[src/rtl/shear_stream_mapper.sv]
// Shear-stage stream mapper: clears the output frame, then turns raster input
// pixels into frame-buffer writes at their sheared addresses.
module shear_stream_mapper #(
  parameter int ROWS       = 242,
  parameter int COLS       = 247,
  parameter int SHEAR_X_Q8 = 77,
  parameter int SHEAR_Y_Q8 = 102,
  parameter int ADDR_W     = 17
) (
  input  logic              clk,
  input  logic              rst,
  input  logic              start,
  output logic              busy,
  output logic              done,
  input  logic              s_valid,
  output logic              s_ready,
  input  logic [7:0]        s_data,
  output logic              m_valid,
  input  logic              m_ready,
  output logic [ADDR_W-1:0] m_addr,
  output logic [7:0]        m_data,
  output logic [2:0]        fsm_state
);

  // Handshake: a transfer happens on a rising clk edge where valid && ready;
  // valid never waits on ready, and m_* hold steady while m_valid && !m_ready.

  localparam int OUT_ROWS = ROWS + ((COLS * SHEAR_Y_Q8) >> 8);
  localparam int OUT_COLS = COLS + ((ROWS * SHEAR_X_Q8) >> 8);
  localparam int TOTAL    = OUT_ROWS * OUT_COLS;
  localparam int RW       = (ROWS > 1) ? $clog2(ROWS) : 1;
  localparam int CW       = (COLS > 1) ? $clog2(COLS) : 1;
  localparam logic [ADDR_W-1:0] LAST_ADDR = ADDR_W'(TOTAL - 1);

  typedef enum logic [2:0] {
    IDLE  = 3'd0,
    CLEAR = 3'd1,
    MAP   = 3'd2,
    DRAIN = 3'd3,
    FIN   = 3'd4
  } state_t;

  state_t state, next_state;

  logic [RW-1:0] row;
  logic [CW-1:0] col;
  logic [31:0]   si, sj;
  logic          in_range, last_px, s_fire, m_fire;

  assign fsm_state = state;
  assign s_fire    = s_valid && s_ready;
  assign m_fire    = m_valid && m_ready;
  assign last_px   = (row == RW'(ROWS - 1)) && (col == CW'(COLS - 1));

  always_comb begin
    si       = 32'(row) + ((32'(col) * 32'(SHEAR_Y_Q8)) >> 8);
    sj       = 32'(col) + ((32'(row) * 32'(SHEAR_X_Q8)) >> 8);
    in_range = (si < 32'(OUT_ROWS)) && (sj < 32'(OUT_COLS));
  end

  always_ff @(posedge clk) begin
    if (rst) state <= IDLE;
    else     state <= next_state;
  end

  always_comb begin
    next_state = state;
    case (state)
      IDLE:    if (start) next_state = CLEAR;
      CLEAR:   if (m_fire && m_addr == LAST_ADDR) next_state = MAP;
      MAP:     if (s_fire && last_px) next_state = DRAIN;
      DRAIN:   if (!m_valid || m_ready) next_state = FIN;
      FIN:     next_state = IDLE;
      default: next_state = IDLE;
    endcase
  end

  always_comb begin
    busy    = 1'b0;
    done    = 1'b0;
    s_ready = 1'b0;
    case (state)
      CLEAR:   busy = 1'b1;
      MAP: begin
        busy    = 1'b1;
        s_ready = !m_valid || m_ready;
      end
      DRAIN:   busy = 1'b1;
      FIN:     done = 1'b1;
      default: ;
    endcase
  end

  // The clear phase reuses m_addr as its address counter.
  always_ff @(posedge clk) begin
    if (rst) begin
      m_valid <= 1'b0;
      m_addr  <= '0;
      m_data  <= '0;
      row     <= '0;
      col     <= '0;
    end else begin
      if (m_fire) m_valid <= 1'b0;
      case (state)
        IDLE: if (start) begin
          m_valid <= 1'b1;
          m_addr  <= '0;
          m_data  <= '0;
          row     <= '0;
          col     <= '0;
        end
        CLEAR: if (m_fire && m_addr != LAST_ADDR) begin
          m_valid <= 1'b1;
          m_addr  <= m_addr + 1'b1;
        end
        MAP: if (s_fire) begin
          if (in_range) begin
            m_valid <= 1'b1;
            m_addr  <= ADDR_W'(si * 32'(OUT_COLS) + sj);
            m_data  <= s_data;
          end
          if (col == CW'(COLS - 1)) begin
            col <= '0;
            row <= row + 1'b1;
          end else begin
            col <= col + 1'b1;
          end
        end
        default: ;
      endcase
    end
  end

endmodule

[config.mk]
export PLATFORM = sky130hd
export DESIGN_NAME = shear_stream_mapper
export DESIGN_NICKNAME = d
export VERILOG_FILES = /design/src/rtl/shear_stream_mapper.sv
export SDC_FILE = /design/constraint.sdc
export NUM_CORES = 1
export LEC_CHECK = 0
export BUFFER_PORTS_ARGS = -buffer_cell sky130_fd_sc_hd__clkbuf_2
export CAP_MARGIN = 10
export CORE_ASPECT_RATIO = 0.6
export CORE_MARGIN = 2
export CORE_UTILIZATION = 45
export CTS_CLUSTER_DIAMETER = 120
export DETAILED_ROUTE_END_ITERATION = 8
export PLACE_DENSITY = 0.64
export SLEW_MARGIN = 30
export SYNTH_ARGS = -nofsm -noshare
export SYNTH_HDL_FRONTEND = slang
export SYNTH_SLANG_ARGS = --single-unit
[constraint.sdc]
create_clock -name clk -period 15.35 [get_ports clk]
set_input_delay 0.7675 -clock clk [delete_from_list [all_inputs] [get_ports clk]]
set_output_delay 0.7675 -clock clk [all_outputs]
set_load 0.05 [all_outputs]
==> flow_summary.ini <==
[detailed_routing]
viasPerCell = 5.300
wirelength_met1_mm = 9.298
ant_nets = 0
met2_length_mm = 5.506
dr_wl_met3_mm = 1.245
drc = 0
routed_wirelength_mm = 16.17
post_drt_wl_per_cell_um = 15.61
drt_iter0_drc = 421
drtPass1Iterations = 6
topRoutingLayerUsed = met4
vias = 5491

[critical_path]
end_kind = register
critPathCapture = m_addr[16]$_SDFFE_PP0P_
reg2reg_depth = 40
critPathMaxFanout = 7
setup.worst_path.start = col[1]$_SDFFE_PP0P_
r2r-end = m_addr[16]$_SDFFE_PP0P_
critical_path.startpoint_type = register
critPathSlowestCell = xnor2_1
rrSetupSlack_ns = 5.92
arrival_ns = 9.65
r2r_start = col[1]$_SDFFE_PP0P_
max_stage_delay_ns = 0.57
worstSetupPathType = register to register
crit_top_cell = ha_1
cp.required_ns = 15.56

[floorplan]
ios = 45
dieArea_um2 = 15870
rows = 34
fp.dieH_um = 98.38
core_area_um2 = 14510
start_util_pct = 46.05
die_w_um = 161.3

[sta]
final_hold_viol_count = 0
finalSetupViolCount = 0
post-route-min-period_ns = 9.432
relSlewSlack_pct = 41.98
finalCritPeriodShare_pct = 61.44
rsz0062_at_grt = false
worstMarginPinSlew_ns = 0.8671
fin_worst_skew_ns = 0.006569
max_freq_mhz = 106.0
final.setup.tns_ns = 0
finalWorstSetupSlack_ns = 5.918
slew_violations = 0

[clock_tree]
cts_tree = built
clk_pin_slew_worst_paths_ns = 0.07
cts.htree.levels = 2
ctsResizeCount = 0
insertion_delay_ns = 0.30
hold_buffers = 0
clk_path_buf_depth = 2
cts.sink_count = 45
postCtsSetupBuffers = 0
cts_root_buf = clkbuf_16
numCtsBuffers = 5

[cells_and_area]
area_growth_pct = 8.597
drive_above_1_share_pct = 8.950
num-fill-cells = 1398
multi_input_area_um2 = 5174
area.sequential_um2 = 900.9
diodes = 0
fin_area_um2 = 7254
nNetsFinal = 1032

[logic_synthesis]
yosysTopAreaCell = ha_1
syn_area_um2 = 6680
synth-edff-count = 0
synth_cells = 804
synthDominantCellAreaShare_pct = 25.66
ys_ff_latch = 45
ys_seq_area_share_pct = 13.49
synth_area_leaders = ha_1, dfxtp_1, fa_1, inv_1, xnor2_1
yosys_warnings = 0
syn_avg_cell_area_um2 = 8.309
postSynth.topFlopCell = dfxtp_1
synth_cell_types = 64
async_reset_ff_share_pct = 0
syn-num-nets = 999

[global_routing]
grt-ovfl-total = 0
grt_use_total_pct = 21.70
antenna_found_initial = 0
grt_max_degree = 34
grt_pass1_vias = 5247
grt_pass1_wl_mm = 27.49

[pwr]
ir_drop_mv = 0.07415
p_leak_nw = 3.875
power_density_nw_per_um2 = 65.96

[placement]
place_congestion = 0.9357
pre_cts_ws_ns = 6.056
dp_hpwl_mm = 13.58
place_area_um2 = 7083
numPortBuffers = 44

[status]
status = complete, no violations

[hold_path]
holdPathStages = 2
hold_path_class = register to register

[flow_run]
max_cap_viol_count = 0
[Yosys cell counts (3+ instances only)]
library cell  instances
o21ai_0              27
a21oi_1              40
a21oi_2               3
clkbuf_1             15
ha_1                137
a22oi_1               6
nor3_1               18
nand2_1              43
nor3b_1               4
fa_1                 45
a211oi_2              3
dfxtp_1              45
o21a_1                5
o32ai_1               7
a31oi_1              13
xnor2_1              33
nor2_1               67
buf_2                 5
nor2b_1               7
a21o_1               12
nand3_1              22
nand4_1              11
or3_1                 3
and2_1                4
nand2b_1             15
and3_1                5
a211oi_1              5
inv_1               138
xor2_1               17
or2_2                 4
[cells by family after synthesis]
family                     synth area share [%]
muxes                                    0.1498
and+or+nand+nor                           15.51
DFF                                       13.49
xor gates and xnor gates                  6.556
buffers and inverters                     9.140
adders and majority gates                 39.15
AOI/OAI and AO/OA                         16.01
[registers in the layout (all words and copies together), names as in the netlist]
| register | flops |
|---|---|
| m_valid | 1 |
| col | 8 |
| m_addr | 17 |
| fsm_state | 3 |
| row | 8 |
| m_data | 8 |
[critical path: cells and delay by family, from the launching register on]
kind,cells,cell delay [ns]
and+or+nand+nor,5,0.68
buffers and inverters,6,0.29
DFF,1,0.46
xor gates and xnor gates,5,1.22
adders and majority gates,11,4.24
AOI/OAI and AO/OA,13,2.46
[worst min-delay path by stage]
stage / start / end / slack, ns
global route: m_data[2]$_SDFFE_PP0P_ / m_data[2]$_SDFFE_PP0P_ / 0.49
global placement: m_data[2]$_SDFFE_PP0P_ / m_data[2]$_SDFFE_PP0P_ / 0.46
detailed placement: m_data[1]$_SDFFE_PP0P_ / m_data[1]$_SDFFE_PP0P_ / 0.46
CTS: m_data[1]$_SDFFE_PP0P_ / m_data[1]$_SDFFE_PP0P_ / 0.47
finish: m_data[0]$_SDFFE_PP0P_ / m_data[0]$_SDFFE_PP0P_ / 0.47
floorplan: col[4]$_SDFFE_PP0P_ / col[4]$_SDFFE_PP0P_ / 0.54
[layout make-up]
type | instances | share of cell area [%]
Clock buffer | 5 | 1.725
Tap cell | 198 | 3.415
Timing Repair Buffer | 47 | 3.346
Inverter | 138 | 7.140
Sequential cell | 45 | 12.42
Multi-Input combinational cell | 600 | 71.32
Clock inverter | 3 | 0.6382
[report_power, final]
group / internal [mW] / switching (mW)
clock network: 0.0772 / 0.0508
registers: 0.126 / 0.0177
logic: 0.0649 / 0.142
[placed cells by master, fill, tap and decap left out, types with 5 or more instances in the layout]
| cell type | instances |
|---|---|
| and3_1 | 5 |
| nand2_1 | 43 |
| nor2b_1 | 7 |
| a31oi_1 | 13 |
| nand4_1 | 11 |
| nand2b_1 | 15 |
| a22oi_1 | 6 |
| nor2_1 | 67 |
| clkbuf_16 | 5 |
| clkbuf_2 | 44 |
| xnor2_1 | 33 |
| xor2_1 | 17 |
| fa_1 | 45 |
| o32ai_1 | 7 |
| a211oi_1 | 5 |
| nand3_1 | 22 |
| ha_1 | 137 |
| a21oi_1 | 40 |
| dfxtp_1 | 45 |
| nor3_1 | 17 |
| a21o_1 | 12 |
| o21a_1 | 5 |
| o21ai_0 | 27 |
| inv_1 | 138 |
[per-stage QoR]
| step | power (mW) | utilization (%) | hold slack (ns) | instances |
|---|---|---|---|---|
| after global routing | 0.5091 | 50.01 | 0.4934 | 1036 |
| final | 0.4785 | 50.01 | 0.4725 | 1036 |
| after global placement | 0.3470 | 48.83 | 0.4564 | 1028 |
| after floorplan | 0.3002 | - | 0.5368 | 804 |
| after detailed placement | 0.3497 | 48.83 | 0.4606 | 1028 |
| after CTS | 0.4785 | 50.01 | 0.4726 | 1036 |
[per-layer routing]
layer | up-vias | global-route usage [%]
li1 | 2808 | -
met1 | 2509 | 36.73
met2 | 165 | 26.94
met3 | 9 | 5.055
met4 | 0 | 3.297
met5 | - | 0
Note: power is estimated with default switching activity, not from simulation.
